[config.mk]
export PLATFORM = sky130hd
export DESIGN_NAME = mac_arbiter
export DESIGN_NICKNAME = d
export VERILOG_FILES = /design/src/rtl/testparametr.sv /design/src/rtl/mac_pipe.sv /design/src/rtl/mac_arbiter.sv
export SDC_FILE = /design/constraint.sdc
export NUM_CORES = 1
export LEC_CHECK = 0
export BUFFER_PORTS_ARGS = -buffer_cell sky130_fd_sc_hd__buf_2
export CAP_MARGIN = 25
export CORE_MARGIN = 2
export CORE_UTILIZATION = 40
export DETAILED_ROUTE_END_ITERATION = 10
export GPL_TIMING_DRIVEN = 0
export MAX_ROUTING_LAYER = met4
export PLACE_DENSITY = 0.66
export REMOVE_ABC_BUFFERS = 1
export SKIP_LAST_GASP = 1
export SYNTH_ARGS = -nofsm -noshare
export SYNTH_HDL_FRONTEND = slang
export SYNTH_SLANG_ARGS = --single-unit
export TNS_END_PERCENT = 5
[constraint.sdc]
create_clock -name clk -period 5.9 [get_ports clk]
set_input_delay 0.59 -clock clk [delete_from_list [all_inputs] [get_ports clk]]
set_output_delay 0.59 -clock clk [all_outputs]
set_load 0.02 [all_outputs]
[src/rtl/testparametr.sv]
// Shared constants and types for the MAC arbiter slice.
package testparametr;

  // Default operand width.
  localparam int Const = 8;

  // Default requester count and MAC pipeline depth.
  localparam int NREQ_DEF    = 4;
  localparam int MAC_LAT_DEF = 4;

  // Requester index at the default requester count.
  typedef logic [$clog2(NREQ_DEF)-1:0] req_id_t;

endpackage

[src/rtl/mac_pipe.sv]
// Fixed-latency pipelined unsigned multiply-add: out_data = a*b + c.
// An op accepted on edge t appears on out_valid/out_tag/out_data after
// edge t+MAC_LAT-1, so it is sampled by the consumer on edge t+MAC_LAT.
module mac_pipe
  import testparametr::*;
#(
  parameter int WIDTH   = Const,
  parameter int MAC_LAT = MAC_LAT_DEF,
  parameter int TAG_W   = $clog2(NREQ_DEF)
) (
  input  logic               clk,
  input  logic               rst_n,
  input  logic               in_valid,
  input  logic [TAG_W-1:0]   in_tag,
  input  logic [WIDTH-1:0]   a,
  input  logic [WIDTH-1:0]   b,
  input  logic [WIDTH-1:0]   c,
  output logic               out_valid,
  output logic [TAG_W-1:0]   out_tag,
  output logic [2*WIDTH-1:0] out_data
);

  localparam int RW = 2 * WIDTH;

  logic [MAC_LAT-1:0] vld_q;
  logic [TAG_W-1:0]   tag_q [MAC_LAT];
  logic [WIDTH-1:0]   a_q;
  logic [WIDTH-1:0]   b_q;
  logic [WIDTH-1:0]   c_q;
  logic [RW-1:0]      res_q [1:MAC_LAT-1];
  logic [RW-1:0]      mac_sum;

  // Multiply-add on the captured operands; C is zero-extended and the sum cannot overflow RW bits.
  always_comb begin
    mac_sum = RW'(a_q) * RW'(b_q) + RW'(c_q);
  end

  // Operand capture stage plus the valid/tag shift register that tracks each op's owner.
  always_ff @(posedge clk or negedge rst_n) begin
    if (!rst_n) begin
      vld_q <= '0;
      a_q   <= '0;
      b_q   <= '0;
      c_q   <= '0;
      for (int k = 0; k < MAC_LAT; k++) begin
        tag_q[k] <= '0;
      end
    end else begin
      vld_q    <= {vld_q[MAC_LAT-2:0], in_valid};
      tag_q[0] <= in_tag;
      for (int k = 1; k < MAC_LAT; k++) begin
        tag_q[k] <= tag_q[k-1];
      end
      if (in_valid) begin
        a_q <= a;
        b_q <= b;
        c_q <= c;
      end
    end
  end

  // Result stages load only behind a valid op, so the last result holds between responses.
  always_ff @(posedge clk or negedge rst_n) begin
    if (!rst_n) begin
      for (int k = 1; k < MAC_LAT; k++) begin
        res_q[k] <= '0;
      end
    end else begin
      if (vld_q[0]) begin
        res_q[1] <= mac_sum;
      end
      for (int k = 2; k < MAC_LAT; k++) begin
        if (vld_q[k-1]) begin
          res_q[k] <= res_q[k-1];
        end
      end
    end
  end

  assign out_valid = vld_q[MAC_LAT-1];
  assign out_tag   = tag_q[MAC_LAT-1];
  assign out_data  = res_q[MAC_LAT-1];

endmodule

[src/rtl/mac_arbiter.sv]
// Round-robin sharing of one pipelined multiply-add unit among NREQ requesters.
//
// Handshake: requester i presents req_valid[i] with stable operands until it
// sees req_ready[i] high at a rising edge (req_valid[i] & req_ready[i] = one
// accepted op). req_ready is one-hot or zero and is never high without
// req_valid. Results come back as a one-cycle resp_valid[i] strobe with
// resp_data, exactly MAC_LAT edges after acceptance, with no backpressure.
module mac_arbiter
  import testparametr::*;
#(
  parameter int WIDTH   = Const,
  parameter int NREQ    = NREQ_DEF,
  parameter int MAC_LAT = MAC_LAT_DEF
) (
  input  logic                    clk,
  input  logic                    rst_n,
  input  logic [NREQ-1:0]         req_valid,
  output logic [NREQ-1:0]         req_ready,
  input  logic [NREQ*WIDTH-1:0]   req_a,
  input  logic [NREQ*WIDTH-1:0]   req_b,
  input  logic [NREQ*WIDTH-1:0]   req_c,
  output logic [NREQ-1:0]         resp_valid,
  output logic [2*WIDTH-1:0]      resp_data,
  output logic                    busy,
  output logic [$clog2(NREQ)-1:0] grant_id
);

  localparam int ID_W = $clog2(NREQ);

  logic [NREQ-1:0]  pending_q;
  logic [NREQ-1:0]  pending_d;
  logic [NREQ-1:0]  pending_eff;
  logic [NREQ-1:0]  elig;
  logic [NREQ-1:0]  grant;
  logic [ID_W-1:0]  rr_ptr_q;
  logic [ID_W-1:0]  rr_ptr_d;
  logic [ID_W-1:0]  gnt_idx;
  logic [ID_W-1:0]  cand;
  logic             gnt_found;
  logic [WIDTH-1:0] gnt_a;
  logic [WIDTH-1:0] gnt_b;
  logic [WIDTH-1:0] gnt_c;
  logic             out_valid;
  logic [ID_W-1:0]  out_tag;
  logic [2*WIDTH-1:0] out_data;

  // Response demux: steer the pipeline's output strobe to the owner recorded in its tag.
  always_comb begin
    resp_valid = '0;
    if (out_valid) begin
      resp_valid = NREQ'(1) << out_tag;
    end
  end

  // A requester whose result is being returned this cycle may issue again now;
  // eligibility is also held off while reset is asserted.
  always_comb begin
    pending_eff = pending_q & ~resp_valid;
    elig        = req_valid & ~pending_eff & {NREQ{rst_n}};
  end

  // Round-robin search from rr_ptr for the first eligible requester.
  always_comb begin
    gnt_found = 1'b0;
    gnt_idx   = '0;
    cand      = '0;
    grant     = '0;
    for (int off = 0; off < NREQ; off++) begin
      cand = ID_W'((int'(rr_ptr_q) + off) % NREQ);
      if (!gnt_found && elig[cand]) begin
        gnt_found = 1'b1;
        gnt_idx   = cand;
      end
    end
    if (gnt_found) begin
      grant[gnt_idx] = 1'b1;
    end
  end

  // Operand select for the granted requester.
  always_comb begin
    gnt_a = req_a[gnt_idx*WIDTH +: WIDTH];
    gnt_b = req_b[gnt_idx*WIDTH +: WIDTH];
    gnt_c = req_c[gnt_idx*WIDTH +: WIDTH];
  end

  // Next pending set and pointer: a new grant overrides a same-cycle response clear.
  always_comb begin
    pending_d = pending_eff | grant;
    rr_ptr_d  = rr_ptr_q;
    if (gnt_found) begin
      rr_ptr_d = (gnt_idx == ID_W'(NREQ - 1)) ? '0 : gnt_idx + ID_W'(1);
    end
  end

  // Arbiter state registers.
  always_ff @(posedge clk or negedge rst_n) begin
    if (!rst_n) begin
      pending_q <= '0;
      rr_ptr_q  <= '0;
    end else begin
      pending_q <= pending_d;
      rr_ptr_q  <= rr_ptr_d;
    end
  end

  mac_pipe #(
    .WIDTH   (WIDTH),
    .MAC_LAT (MAC_LAT),
    .TAG_W   (ID_W)
  ) u_mac_pipe (
    .clk       (clk),
    .rst_n     (rst_n),
    .in_valid  (gnt_found),
    .in_tag    (gnt_idx),
    .a         (gnt_a),
    .b         (gnt_b),
    .c         (gnt_c),
    .out_valid (out_valid),
    .out_tag   (out_tag),
    .out_data  (out_data)
  );

  assign req_ready = grant;
  assign grant_id  = gnt_idx;
  assign resp_data = out_data;
  assign busy      = |pending_q;

endmodule

# Word level (Yosys, flattened, before mapping)
# Cells that the tools add are included.
dict set report word_totals {
  in_bits 102
  out_inout_bits 27
  elab_cells 65
  register_bits 90
}
dict set report op_classes {
  add_sub_neg 5
  n_mux 21
  n_shift 4
  magnitude_cmp 6
  n_reduce_logical 8
  bitwise_logic 6
  eq_ne 1
  multipliers 1
}
# operator n
set op_table {}
lappend op_table {{$shiftx A32 B6 Y8} 3}
lappend op_table {{$add A16 B8 Y16} 1}
lappend op_table {{$mul A8 B8 Y16} 1}
lappend op_table {{$lt A2 B3 Y1 const B} 5}
lappend op_table {{$and A4 B4 Y4} 3}
lappend op_table {{$mux W2} 5}
lappend op_table {{$mux W1} 9}
lappend op_table {{$bmux W1 S2} 4}
lappend op_table {{$mux W4} 2}
lappend op_table {{$not A4 Y4} 2}
lappend op_table {{$add A2 B1 Y2 const B} 2}
lappend op_table {{$add A2 B2 Y2 const B} 2}
lappend op_table {{$logic_and A1 B1 Y1} 4}
lappend op_table {{$or A4 B4 Y4} 1}
lappend op_table {{$reduce_or A4 Y1} 1}
lappend op_table {{$shl A1 B2 Y4 const A} 1}
lappend op_table {{$logic_not A1 Y1} 3}
lappend op_table {{$demux W1 S2} 1}
lappend op_table {{$eq A2 B2 Y1 const B} 1}
lappend op_table {{$ge A2 B1 Y1 const B} 1}

# Longest topological paths before layout
# Gate-level depths: netlist of the first run.
dict set report depth {
  ltp_word 25
  mapped_depth 17
  mapped_depth_nobuf 16
}

# Hierarchy
# A second synthesis of the first run with hierarchy kept.
dict set report unflattened {
  cells_unflattened 564
  area_unflattened_um2 6566.3
}
# module seq_area_each_um2 n_inst area_each_um2 cells_per_inst
set modules_own_cells {}
lappend modules_own_cells {mac_pipe 2102.0 1 5472.7 478}
lappend modules_own_cells {mac_arbiter 150.1 1 1093.5 86}

# Least setup slack after synthesis of the first run
# OpenSTA, ideal clock, no wires.
dict set report synth_path {
  kind {register to register}
  startpoint {register u_mac_pipe.a_q[5]}
  endpoint {register u_mac_pipe.res_q[44] (netlist bit)}
  path_slack_ns 1.467
  arrival_ns 4.313
  period_less_slack_ns 4.433
  required_time_ns 5.780
  setup_time_ns 0.120
  stages_incl_launch_ff 15
  path_buffers 1
  path_cell_list {dfrtp_1 -> clkbuf_1 -> and2_1 -> fa_1 -> fa_1 -> fa_1 -> inv_1 -> fa_1 -> inv_1 -> ha_1 -> or3_1 -> a211oi_1 -> nor3_1 -> or3_1 -> a31o_2}
}
dict set report synth_between {
  elab_chain_cells 2
}
# item line
set synth_lines {}
lappend synth_lines {{start, declared} mac_pipe.sv:27} ;# logic [WIDTH-1:0] a_q;
lappend synth_lines {{start signal, assigned} mac_pipe.sv:42} ;# a_q <= '0;
lappend synth_lines {{start signal, assigned} mac_pipe.sv:55} ;# a_q <= a;
lappend synth_lines {{$mul A8 B8 Y16} mac_pipe.sv:35} ;# mac_sum = RW'(a_q) * RW'(b_q) + RW'(c_q);
lappend synth_lines {{$add A16 B8 Y16} mac_pipe.sv:35}
lappend synth_lines {{end signal, assigned by index} mac_pipe.sv:74} ;# res_q[k] <= res_q[k-1];
lappend synth_lines {{end, declared} mac_pipe.sv:30} ;# logic [RW-1:0] res_q [1:MAC_LAT-1];
# Every way passes these cells.
# A chain may end at the register's enable or synchronous reset.

# Worst setup path after layout of the first run
# Ends and elaborated chain as after synthesis.

==> results of run 1 <==
## per-layer routing
metal	up-vias	global-route usage [%]	wire (um)
met2	102	28.15	6455
li1	2178	-	-
met3	21	2.816	468
met5	-	-	0
met1	2205	18.56	5507
met4	0	6.265	286
## worst max-delay path by stage
stage,start,cells after the start,to,slack [ps]
after CTS,u_mac_pipe.a_q[5]$_DFFE_PN0P_,13,u_mac_pipe.res_q[44]$_DFFE_PN0P_,1180
after detailed placement,u_mac_pipe.a_q[5]$_DFFE_PN0P_,13,u_mac_pipe.res_q[44]$_DFFE_PN0P_,1200
after global placement,rst_n,9,req_ready[3],-1020
after global routing,u_mac_pipe.a_q[5]$_DFFE_PN0P_,13,u_mac_pipe.res_q[44]$_DFFE_PN0P_,1000
final,u_mac_pipe.a_q[5]$_DFFE_PN0P_,13,u_mac_pipe.res_q[44]$_DFFE_PN0P_,1180
after floorplan,u_mac_pipe.out_tag[0]$_DFF_PN0_,7,req_ready[3],920
## layout make-up
class | instances | area (um^2) | share of cell area, %
clock inverters | 5 | 63.81 | 0.8293
repair buffers | 133 | 758.2 | 9.854
multi-input cells | 387 | 3829 | 49.76
clock buffers | 10 | 239.0 | 3.106
inverters | 74 | 277.8 | 3.610
well taps | 220 | 275.3 | 3.577
flip-flops and latches | 90 | 2252 | 29.27
## flip-flops by register name, indices dropped and copies added (netlist names)
name                 cells
u_mac_pipe.out_tag       2
u_mac_pipe.c_q           8
u_mac_pipe.a_q           8
u_mac_pipe.vld_q         4
u_mac_pipe.res_q        32
u_mac_pipe.tag_q         6
u_mac_pipe.b_q           8
pending_q                4
rr_ptr_q                 2
u_mac_pipe.out_data     16
## placed cells by master (no fill, tap or decap), types with 2 or more instances in the layout
master     count
nand2_1       34
nor2b_1        2
a21o_1        13
clkinv_4       2
buf_12         3
nand3b_1       5
buf_16         2
or3_1          5
a211oi_1       2
ha_1          40
dfrtp_1       90
nand3_1        4
mux2i_1       49
nand4_1        2
a221oi_2      24
fa_1          44
clkbuf_16      9
xor2_1         4
a21oi_1       12
buf_2        127
inv_1         74
nand2b_1       4
and2_1        43
nor2_1        29
o21ai_0        5
or4_1          2
mux2_2        43
xnor2_1        4
## stage by stage
stage	setup TNS [ps]	instance area [um^2]	util, %
6_report	0	7695	46.73
4_1_cts	0	7667	46.57
3_5_place_dp	0	7365	44.73
2_1_floorplan	0	6347	-
5_1_grt	0	7695	46.73
3_3_place_gp	-7188	7263	44.11
## cells by family (layout without fill, tap and decap cells)
kind of cell	count (synthesis)	after routing	share of synthesized area, %
compound gates	68	68	10.26
xor+xnor	8	8	1.051
fa+ha+maj	84	84	20.71
buf+inv	117	222	8.987
flops	90	90	33.77
mux	92	92	14.62
simple gates	135	135	10.60
==> reports/qor.txt, run 1 <==
PLACE
------------------------------------------------------------------------------------------
Total of buffers placed on input and output ports                                      128
HPWL after detailed placement                                                      9980 um
Pre-CTS setup slack                                                                1198 ps
Placed insts                                                                           903
GP Congestion                                                                       0.8154

TIMING
------------------------------------------------------------------------------------------
Part of the cycle the worst path needs                                              79.98%
Post-Route Skew                                                                   5.091 ps
Worst slew margin relative to its limit                                             38.79%
Crit path time final                                                               4719 ps
Unrepaired setup endpoints after global routing                                      false
Fmax                                                                             211.9 MHz
Worst slack on hold paths                                                         180.7 ps
Final-report hold violation count                                                        0
Count of final max-slew check failures                                                   0
Final-report setup violation count                                                       0
Setup ws final                                                                     1181 ps
Slew at the pin closest to its max-slew limit                                     918.1 ps

FINISH
------------------------------------------------------------------------------------------
Total Nets Final                                                                       881
Post-route insts no fill                                                               919
Filler cell count in the final layout                                                 1556
Area delta synth->final                                                             15.38%
Fraction of layout instances using a drive strength above 1                         32.05%
Antenna cell count                                                                       0

RUN STATUS
------------------------------------------------------------------------------------------
Run status                                                                       completed

FLOORPLANNING
------------------------------------------------------------------------------------------
Width of the die                                                                  133.1 um
Top Ports                                                                              129
DIE AREA                                                                      0.01772 mm^2
Die boundary height                                                               133.1 um
Core area                                                                     0.01647 mm^2
Number of standard-cell rows in the floorplan                                           47
Initial standard-cell utilization of the core                                       40.50%

DETAILED ROUTING
------------------------------------------------------------------------------------------
Routed wire length                                                                12720 um
Wire length per cell                                                              13.84 um
Final antenna-violating net count                                                        0
Via/cell ratio                                                                       4.903
DR vias                                                                               4506
DRC Markers                                                                              0
Detailed Routing Iterations Pass 1                                                       4
First-iteration detailed-routing DRC count                                             171

SYNTH
------------------------------------------------------------------------------------------
Area fraction of the dominant cell type after synthesis                             33.77%
EDFF count, synth                                                                        0
Post-synth top cells                                                          dfrtp_1 (90), inv_1 (74), mux2i_1 (49), fa_1 (44)
Leading area contributor after synthesis                                           dfrtp_1
FFs w/ async S/R, synth                                                             100.0%
Post-synthesis cell count                                                              594
Most frequent cell after synthesis                                                 dfrtp_1
Netlist area before placement                                                 0.006669 mm^2
Dominant synthesized flop cell                                                     dfrtp_1
Warnings from Yosys                                                                      0
Top post-synthesis cells by area                                              dfrtp_1 (34%), fa_1 (13%), ha_1 (7.5%), mux2i_1 (7.4%), mux2_2 (7.3%)
Fraction of the yosys area taken by sequential cells                                33.77%
Library cells used by synthesis                                                         47
Synth Area per Inst                                                             11.23 um^2
#FFs+latches synth                                                                      90

CRITICAL PATH
------------------------------------------------------------------------------------------
Type of element launching the critical path                                       register
Startpoint of the worst-slack reg-to-reg timing path                          u_mac_pipe.a_q[5]$_DFFE_PN0P_
CP Buf/Inv Count                                                                         2
Kind of cell with the highest combined delay on the critical path              adder cells
FF-to-FF End                                                                  u_mac_pipe.res_q[44]$_DFFE_PN0P_
Worst setup path class                                                        register to register
Arrival time at the worst endpoint                                                 4960 ps
R2R cell count                                                                          13
Worst-path maximum fanout                                                                9
Worst R2R Setup Slack                                                              1180 ps
Master of the slowest instance on the critical path                                   fa_1
Worst path required time                                                           6140 ps
Most prevalent standard cell on the critical path                                     fa_1
Worst stage delay on the critical path                                              570 ps
Endpoint class of the critical path                                               register
Cell chain of the critical path                                               and2_1, fa_1, fa_1, fa_1, inv_1, fa_1, inv_1, ha_1, or3_1, a211oi_1, nor3_1, or3_1, a31o_2

CTS
------------------------------------------------------------------------------------------
Number of sinks driven by the clock tree                                                90
Post-CTS Hold Fix Bufs                                                                   0
Number of setup buffers added after CTS                                                  0
Number of buffers created by CTS                                                         9
Quantity of gates resized following cts                                                  0
Cell at the root of the clock tree                                               clkbuf_16
Clock edge transition at the registers on the reported setup and hold paths          70 ps
Max Buffers Root-to-Sink                                                                 2
Source-to-sink clock delay at the later pin of the worst-skew pair                  350 ps
H-tree levels                                                                            3
Clock tree from TritonCTS                                                             done

MIN PATH
------------------------------------------------------------------------------------------
Min-delay worst type                                                          input pin to asynchronous set/reset pin

GRT
------------------------------------------------------------------------------------------
Via count of the first global-routing pass                                            4945
GRT Overall Usage                                                                   16.12%
Overflow left after global routing                                                       0
First-pass GRT wire length                                                        22480 um
Initial antenna violation count                                                          0
Pin count of the biggest net entering global routing                                    62

RUN
------------------------------------------------------------------------------------------
Number of max-cap violations                                                             0

Power of run 1 is not shown: default switching activity piles up to over one toggle a cycle in this logic, so the estimate is an artifact.
==> run 2: changes to the inputs <==
==> constraint.sdc (replaced) <==
create_clock -name clk -period 4.9 [get_ports clk]
set_input_delay 0.49 -clock clk [delete_from_list [all_inputs] [get_ports clk]]
set_output_delay 0.49 -clock clk [all_outputs]
set_load 0.02 [all_outputs]
==> run 2 against run 1 <==
Clock-buffer cell count unchanged. Sequential share of layout area is essentially flat. Hold slack got worse by 100 ps.
==> reports/qor.txt, run 2 (synthesis gave the netlist of run 1 again) <==
GRT
------------------------------------------------------------------------------------------
First-pass GRT wire length                                                        22480 um   unchanged
Via count of the first global-routing pass                                            4945   unchanged
Pin count of the biggest net entering global routing                                    62   unchanged
Overflow left after global routing                                                       0   unchanged
GRT Overall Usage                                                                   16.12%   unchanged
Initial antenna violation count                                                          0   unchanged

CTS
------------------------------------------------------------------------------------------
Number of sinks driven by the clock tree                                                90   unchanged
H-tree levels                                                                            3   unchanged
Clock edge transition at the registers on the reported setup and hold paths          70 ps   about the same
Number of setup buffers added after CTS                                                  0   unchanged
Cell at the root of the clock tree                                               clkbuf_16   unchanged
Source-to-sink clock delay at the later pin of the worst-skew pair                  350 ps   about the same
Max Buffers Root-to-Sink                                                                 2   unchanged
Post-CTS Hold Fix Bufs                                                                   0   unchanged
Clock tree from TritonCTS                                                             done   unchanged
Number of buffers created by CTS                                                         9   unchanged

FINISH
------------------------------------------------------------------------------------------
Total Nets Final                                                                       881   unchanged
Filler cell count in the final layout                                                 1555   was 1556
Antenna cell count                                                                       0   unchanged
Final std cell area, no fill                                                  0.007700 mm^2   was 0.007695 mm^2
Number of flip-flops in the largest register                                            32   unchanged
Most common library cell in the layout ignoring fill and taps                        buf_2   unchanged
Fraction of layout instances using a drive strength above 1                         32.19%   was 32.05%
Area delta synth->final                                                             15.46%   was 15.38%
Leading cell types in the layout, fill and taps excluded                      buf_2 (127), dfrtp_1 (90), inv_1 (74)   unchanged
Top register by number of flip-flops                                          u_mac_pipe.res_q   unchanged

DETAILED ROUTING
------------------------------------------------------------------------------------------
First-iteration detailed-routing DRC count                                             183   was 171
DRC Markers                                                                              0   unchanged
DR vias                                                                               4506   unchanged
Wire length per cell                                                              13.84 um   about the same
Final antenna-violating net count                                                        0   unchanged
Via/cell ratio                                                                       4.903   unchanged
Detailed Routing Iterations Pass 1                                                       4   unchanged
Routed wire length                                                                12720 um   about the same

TIMING
------------------------------------------------------------------------------------------
Worst slew margin relative to its limit                                             38.84%   was 38.79%
Fmax                                                                             216.7 MHz   was 211.9 MHz
Count of final max-slew check failures                                                   0   unchanged
Slew at the pin closest to its max-slew limit                                     917.4 ps   was 918.1 ps
Part of the cycle the worst path needs                                              94.17%   was 79.98%
Final-report hold violation count                                                        0   unchanged
Final-report setup violation count                                                       0   unchanged
Post-Route Skew                                                                   5.453 ps   was 5.091 ps
Crit path time final                                                               4614 ps   was 4719 ps
Unrepaired setup endpoints after global routing                                      false   unchanged

FLOORPLANNING
------------------------------------------------------------------------------------------
Width of the die                                                                  133.1 um   unchanged
Number of standard-cell rows in the floorplan                                           47   unchanged
Top Ports                                                                              129   unchanged
Initial standard-cell utilization of the core                                       40.50%   unchanged
Die boundary height                                                               133.1 um   unchanged
DIE AREA                                                                      0.01772 mm^2   unchanged
Core area                                                                     0.01647 mm^2   unchanged

PLACE
------------------------------------------------------------------------------------------
Total of buffers placed on input and output ports                                      128   unchanged
HPWL after detailed placement                                                      9980 um   unchanged
GP Congestion                                                                       0.8154   unchanged
Total cell area at the placement stage                                        0.007365 mm^2   unchanged

RUN STATUS
------------------------------------------------------------------------------------------
Run status                                                                       completed   unchanged

CRITICAL PATH
------------------------------------------------------------------------------------------
Endpoint class of the critical path                                               register   unchanged
Type of element launching the critical path                                       register   unchanged
Worst-path maximum fanout                                                                9   unchanged
Worst setup path class                                                        register to register   unchanged
Worst path required time                                                           5150 ps   was 6140 ps
Arrival time at the worst endpoint                                                 4860 ps   was 4960 ps

MIN PATH
------------------------------------------------------------------------------------------
Min-delay worst type                                                          input pin to asynchronous set/reset pin   unchanged

RUN
------------------------------------------------------------------------------------------
Number of max-cap violations                                                             0   unchanged

==> run 2: cell counts in the layout (fill, tap and decap cells not counted) <==
Identical to the previous run, type by type.
==> run 2: stage by stage <==
step                      hold WS (ps)  instances  utilization (%)  setup WS, ps  setup TNS, ps
after floorplan                  194.4        551                -         22.42              0
after global placement           334.0        899            44.11         -1817         -38970
after detailed placement         334.7        903            44.73         198.1              0
after CTS                        92.50        918            46.57         180.3              0
after global routing             113.7        919            46.76         121.0              0
final                            79.67        919            46.76         285.6              0
==> run 2: area by class of cell <==
cell class,instances,area [um^2],share of cell area [%]
multi-input combinational,387,3834,49.79
tap,220,275.3,3.575
clock buffer,10,239.0,3.104
inverter,74,277.8,3.607
clock inverter,5,63.81,0.8287
sequential,90,2252,29.25
timing repair buffer,133,758.2,9.847
==> run 2: metal layers <==
metal  wire length [um]  share of wire, %  GRT usage [%]
met3                461               3.6          2.816
met4                279               2.2          6.265
met2               6463                51          28.15
met1               5516                43          18.56
met5                  0                 0              -
==> run 2: worst max-delay path, cell delays in order, from the launching register on <==
cell      delay [ps]
dfrtp_1          500
and2_1           230
fa_1             570
fa_1             440
fa_1             540
inv_1             50
fa_1             520
inv_1             40
ha_1             230
or3_1            390
a211oi_2         270
nor3_1           130
or3_1            350
a31o_2           230
==> run 2: worst paths after layout <==
path                       slack [ps]  cells after the start                                 end                           from
setup / recovery                  290                     13    u_mac_pipe.res_q[44]$_DFFE_PN0P_  u_mac_pipe.a_q[5]$_DFFE_PN0P_
hold / removal                     80                      1              pending_q[1]$_DFF_PN0_                          rst_n
setup reg to reg                  290                     13    u_mac_pipe.res_q[44]$_DFFE_PN0P_  u_mac_pipe.a_q[5]$_DFFE_PN0P_
hold reg to reg                   350                      0       u_mac_pipe.tag_q[3]$_DFF_PN0_  u_mac_pipe.tag_q[5]$_DFF_PN0_
max in group asynchronous        4190                      2  u_mac_pipe.out_data[8]$_DFFE_PN0P_                          rst_n
min in group clk                  350                      0       u_mac_pipe.tag_q[3]$_DFF_PN0_  u_mac_pipe.tag_q[5]$_DFF_PN0_
==> run 2: timing repair <==
action,CTS,global route
hold endpoints to repair,0,0
gates resized for setup,0,1
setup endpoints to repair,0,1
Power of run 2 is left out for the same reason.
==> run 3: changes to the inputs <==
--- a/config.mk
+++ b/config.mk
@@ -17,5 +17,6 @@
 export SKIP_LAST_GASP = 1
 export SYNTH_ARGS = -nofsm -noshare
 export SYNTH_HDL_FRONTEND = slang
+export SYNTH_HIERARCHICAL = 1
 export SYNTH_SLANG_ARGS = --single-unit
 export TNS_END_PERCENT = 5
==> run 3 against run 2 <==
Setup slack better by 440 ps. Routed wire length down 1.8%. Core utilization up 1.1 points. Maximum frequency up 10%. Clock-buffer cell count up 1. Register-to-register slack better by 440 ps. Sequential share of layout area up 0.27 points. Design area down 0.93%. Final cell count down 3.4%. Area after synthesis down 1.5%. Hold slack better by 1.8 ps. Clock skew up 3.1 ps.
==> reports/qor.txt, run 3 <==
DETAILED ROUTING
------------------------------------------------------------------------------------------
Detailed Routing Iterations Pass 1                                                       4   unchanged
DR vias                                                                               4400   was 4506
First-iteration detailed-routing DRC count                                             254   was 183
DRC Markers                                                                              0   unchanged
Routed wire length                                                                12490 um   was 12720 um
Wire length per cell                                                              14.07 um   was 13.84 um
Final antenna-violating net count                                                        0   unchanged
Via/cell ratio                                                                       4.955   was 4.903

FINISH
------------------------------------------------------------------------------------------
Antenna cell count                                                                       0   unchanged
Post-route insts no fill                                                               888   was 919
Fraction of layout instances using a drive strength above 1                         36.90%   was 32.19%
Total Nets Final                                                                       853   was 881
Area delta synth->final                                                             16.18%   was 15.46%
Top register by number of flip-flops                                          u_mac_pipe/res_q   was u_mac_pipe.res_q
Number of flip-flops in the largest register                                            32   unchanged
Most common library cell in the layout ignoring fill and taps                        buf_2   unchanged
Filler cell count in the final layout                                                 1464   was 1555
Leading cell types in the layout, fill and taps excluded                      buf_2 (127), dfrtp_1 (90), inv_1 (76)   was buf_2 (127), dfrtp_1 (90), inv_1 (74)

CRITICAL PATH
------------------------------------------------------------------------------------------
Arrival time at the worst endpoint                                                 4450 ps   was 4860 ps
Worst path required time                                                           5180 ps   was 5150 ps
R2R cell count                                                                          12   was 13
Number of cells on the critical path                                                    12   was 13
Kind of cell with the highest combined delay on the critical path              adder cells   unchanged
Most prevalent standard cell on the critical path                                     fa_1   unchanged
Endpoint class of the critical path                                               register   unchanged
Cell chain of the critical path                                               and2_1, fa_1, fa_1, fa_1, inv_1, fa_1, inv_1, ha_1, a21oi_1, a21boi_1, a211o_1, nand4_1   was and2_1, fa_1, fa_1, fa_1, inv_1, fa_1, inv_1, ha_1, or3_1, a211oi_2, nor3_1, or3_1, a31o_2
Type of element launching the critical path                                       register   unchanged
Worst-path maximum fanout                                                                9   unchanged
Worst stage delay on the critical path                                              540 ps   was 570 ps
CP Buf/Inv Count                                                                         2   unchanged
Worst setup path class                                                        register to register   unchanged
Master of the slowest instance on the critical path                                   fa_1   unchanged

TIMING
------------------------------------------------------------------------------------------
Post-Route Skew                                                                   8.541 ps   was 5.453 ps
Slew at the pin closest to its max-slew limit                                     967.8 ps   was 917.4 ps
Part of the cycle the worst path needs                                              85.25%   was 94.17%
Final-report setup violation count                                                       0   unchanged
Count of final max-slew check failures                                                   0   unchanged
Worst slew margin relative to its limit                                             35.48%   was 38.84%
Unrepaired setup endpoints after global routing                                      false   unchanged
Fmax                                                                             239.4 MHz   was 216.7 MHz
Crit path time final                                                               4177 ps   was 4614 ps
Final-report hold violation count                                                        0   unchanged

SYNTH
------------------------------------------------------------------------------------------
Post-synth top cells                                                          dfrtp_1 (90), inv_1 (76), mux2_2 (61), nand2_1 (49), fa_1 (44)   was dfrtp_1 (90), inv_1 (74), mux2i_1 (49), fa_1 (44)
Post-synthesis cell count                                                              564   was 594
FFs w/ async S/R, synth                                                             100.0%   unchanged
Top post-synthesis cells by area                                              dfrtp_1 (34%), fa_1 (13%), mux2_2 (10%), mux4_2 (8.2%), ha_1 (7.6%)   was dfrtp_1 (34%), fa_1 (13%), ha_1 (7.5%), mux2i_1 (7.4%), mux2_2 (7.3%)
Fraction of the yosys area taken by sequential cells                                34.30%   was 33.77%
Area fraction of the dominant cell type after synthesis                             34.30%   was 33.77%
Netlist area before placement                                                 0.006566 mm^2   was 0.006669 mm^2
EDFF count, synth                                                                        0   unchanged
Leading area contributor after synthesis                                           dfrtp_1   unchanged
Warnings from Yosys                                                                      6   was 0
Most frequent cell after synthesis                                                 dfrtp_1   unchanged
Synth Area per Inst                                                             11.64 um^2   was 11.23 um^2
#FFs+latches synth                                                                      90   unchanged
Dominant synthesized flop cell                                                     dfrtp_1   unchanged
Library cells used by synthesis                                                         55   was 47

PLACE
------------------------------------------------------------------------------------------
GP Congestion                                                                       0.8594   was 0.8154
HPWL after detailed placement                                                      9933 um   was 9980 um
Placed insts                                                                           872   was 903
Total of buffers placed on input and output ports                                      128   unchanged

GRT
------------------------------------------------------------------------------------------
Pin count of the biggest net entering global routing                                    65   was 62
Via count of the first global-routing pass                                            4643   was 4945
Initial antenna violation count                                                          0   unchanged
GRT Overall Usage                                                                   15.62%   was 16.12%
First-pass GRT wire length                                                        21920 um   was 22480 um
Overflow left after global routing                                                       0   unchanged

FLOORPLANNING
------------------------------------------------------------------------------------------
Initial standard-cell utilization of the core                                       41.19%   was 40.50%
Die boundary height                                                               132.1 um   was 133.1 um
Number of standard-cell rows in the floorplan                                           46   was 47
Width of the die                                                                  132.1 um   was 133.1 um
Top Ports                                                                              129   unchanged
DIE AREA                                                                      0.01746 mm^2   was 0.01772 mm^2
Core area                                                                     0.01594 mm^2   was 0.01647 mm^2

CTS
------------------------------------------------------------------------------------------
Clock edge transition at the registers on the reported setup and hold paths          70 ps   about the same
Max Buffers Root-to-Sink                                                                 2   unchanged
H-tree levels                                                                            3   unchanged
Number of setup buffers added after CTS                                                  0   unchanged
Clock tree from TritonCTS                                                             done   unchanged
Source-to-sink clock delay at the later pin of the worst-skew pair                  350 ps   about the same
Cell at the root of the clock tree                                               clkbuf_16   unchanged
Number of buffers created by CTS                                                         9   unchanged
Quantity of gates resized following cts                                                  0   unchanged
Number of sinks driven by the clock tree                                                90   unchanged
Post-CTS Hold Fix Bufs                                                                   0   unchanged

MIN PATH
------------------------------------------------------------------------------------------
Min-delay worst type                                                          input pin to asynchronous set/reset pin   unchanged

RUN
------------------------------------------------------------------------------------------
Number of max-cap violations                                                             0   unchanged

RUN STATUS
------------------------------------------------------------------------------------------
Run status                                                                       completed   unchanged

-- run 3: cell types whose count changed in the layout (fill, tap and decap cells not counted), sizes merged, moves of 15 or more --
cell / delta
mux2i: -48
nor2: -25
mux4: +24
a221oi: -23
mux2: +19
nand2: +15
-- run 3: worst paths after layout --
path | startpoint | to | slack, ps
max reg2reg | u_mac_pipe/b_q[7]$_DFFE_PN0P_ | u_mac_pipe/res_q[46]$_DFFE_PN0P_ | 720
min | rst_n | pending_q[1]$_DFF_PN0_ | 80
min in group clk | u_mac_pipe/tag_q[7]$_DFF_PN0_ | u_mac_pipe/tag_q[5]$_DFF_PN0_ | 350
min reg2reg | u_mac_pipe/tag_q[7]$_DFF_PN0_ | u_mac_pipe/tag_q[5]$_DFF_PN0_ | 350
max in group asynchronous | rst_n | u_mac_pipe/res_q[26]$_DFFE_PN0P_ | 4180
max | u_mac_pipe/b_q[7]$_DFFE_PN0P_ | u_mac_pipe/res_q[46]$_DFFE_PN0P_ | 720
-- run 3: kinds of logic (layout without fill, tap and decap cells) --
family | after synthesis | in the layout | synth area share (%)
DFF | 90 | 90 | 34.30
AOI/OAI and AO/OA | 59 | 59 | 6.612
buffers and inverters | 117 | 225 | 8.594
xor gates and xnor gates | 6 | 6 | 0.8003
adders and majority gates | 84 | 84 | 21.04
and+or+nand+nor | 121 | 121 | 9.642
muxes | 87 | 87 | 19.02
-- run 3: final cells by class --
class	instances	area, um^2	share of cell area, %
well taps	216	270.3	3.543
repair buffers	131	725.7	9.513
multi-input cells	357	3751	49.17
clock inverters	5	83.83	1.099
flip-flops and latches	90	2252	29.52
clock buffers	11	252.7	3.313
inverters	78	292.8	3.838
-- run 3: layer usage --
layer  routed length [um]  share of wire [%]  up-vias  track usage (%)
li1                     -                  -     2106                -
met1                 5517                 44     2153            19.54
met2                 6172                 49      127            26.39
met3                  601                4.8       14            1.961
met4                  199                1.6        0            5.133
met5                    0                  0        -                -
-- run 3: worst reg2reg max path, cell delays in order, from the launching register on --
cell	delay, ps
dfrtp_1	470
and2_1	220
fa_1	500
fa_1	510
fa_1	540
inv_1	50
fa_1	530
inv_1	40
ha_1	340
a21oi_1	270
a21boi_1	200
a211o_1	340
nand4_1	90
-- run 3: through the flow --
step | hold WS [ps] | setup slack, ps | util (%) | cell area, um^2 | TNS, ps
2_1_floorplan | 194.4 | 957.0 | - | 6295 | 0
6_report | 81.45 | 722.5 | 47.85 | 7629 | 0
4_1_cts | 82.62 | 682.6 | 47.85 | 7629 | 0
3_5_place_dp | 336.3 | 722.1 | 45.74 | 7292 | 0
3_3_place_gp | 332.5 | -249.0 | 45.20 | 7206 | -1915
5_1_grt | 104.7 | 438.7 | 47.85 | 7629 | 0
Power of run 3 is left out for the same reason.
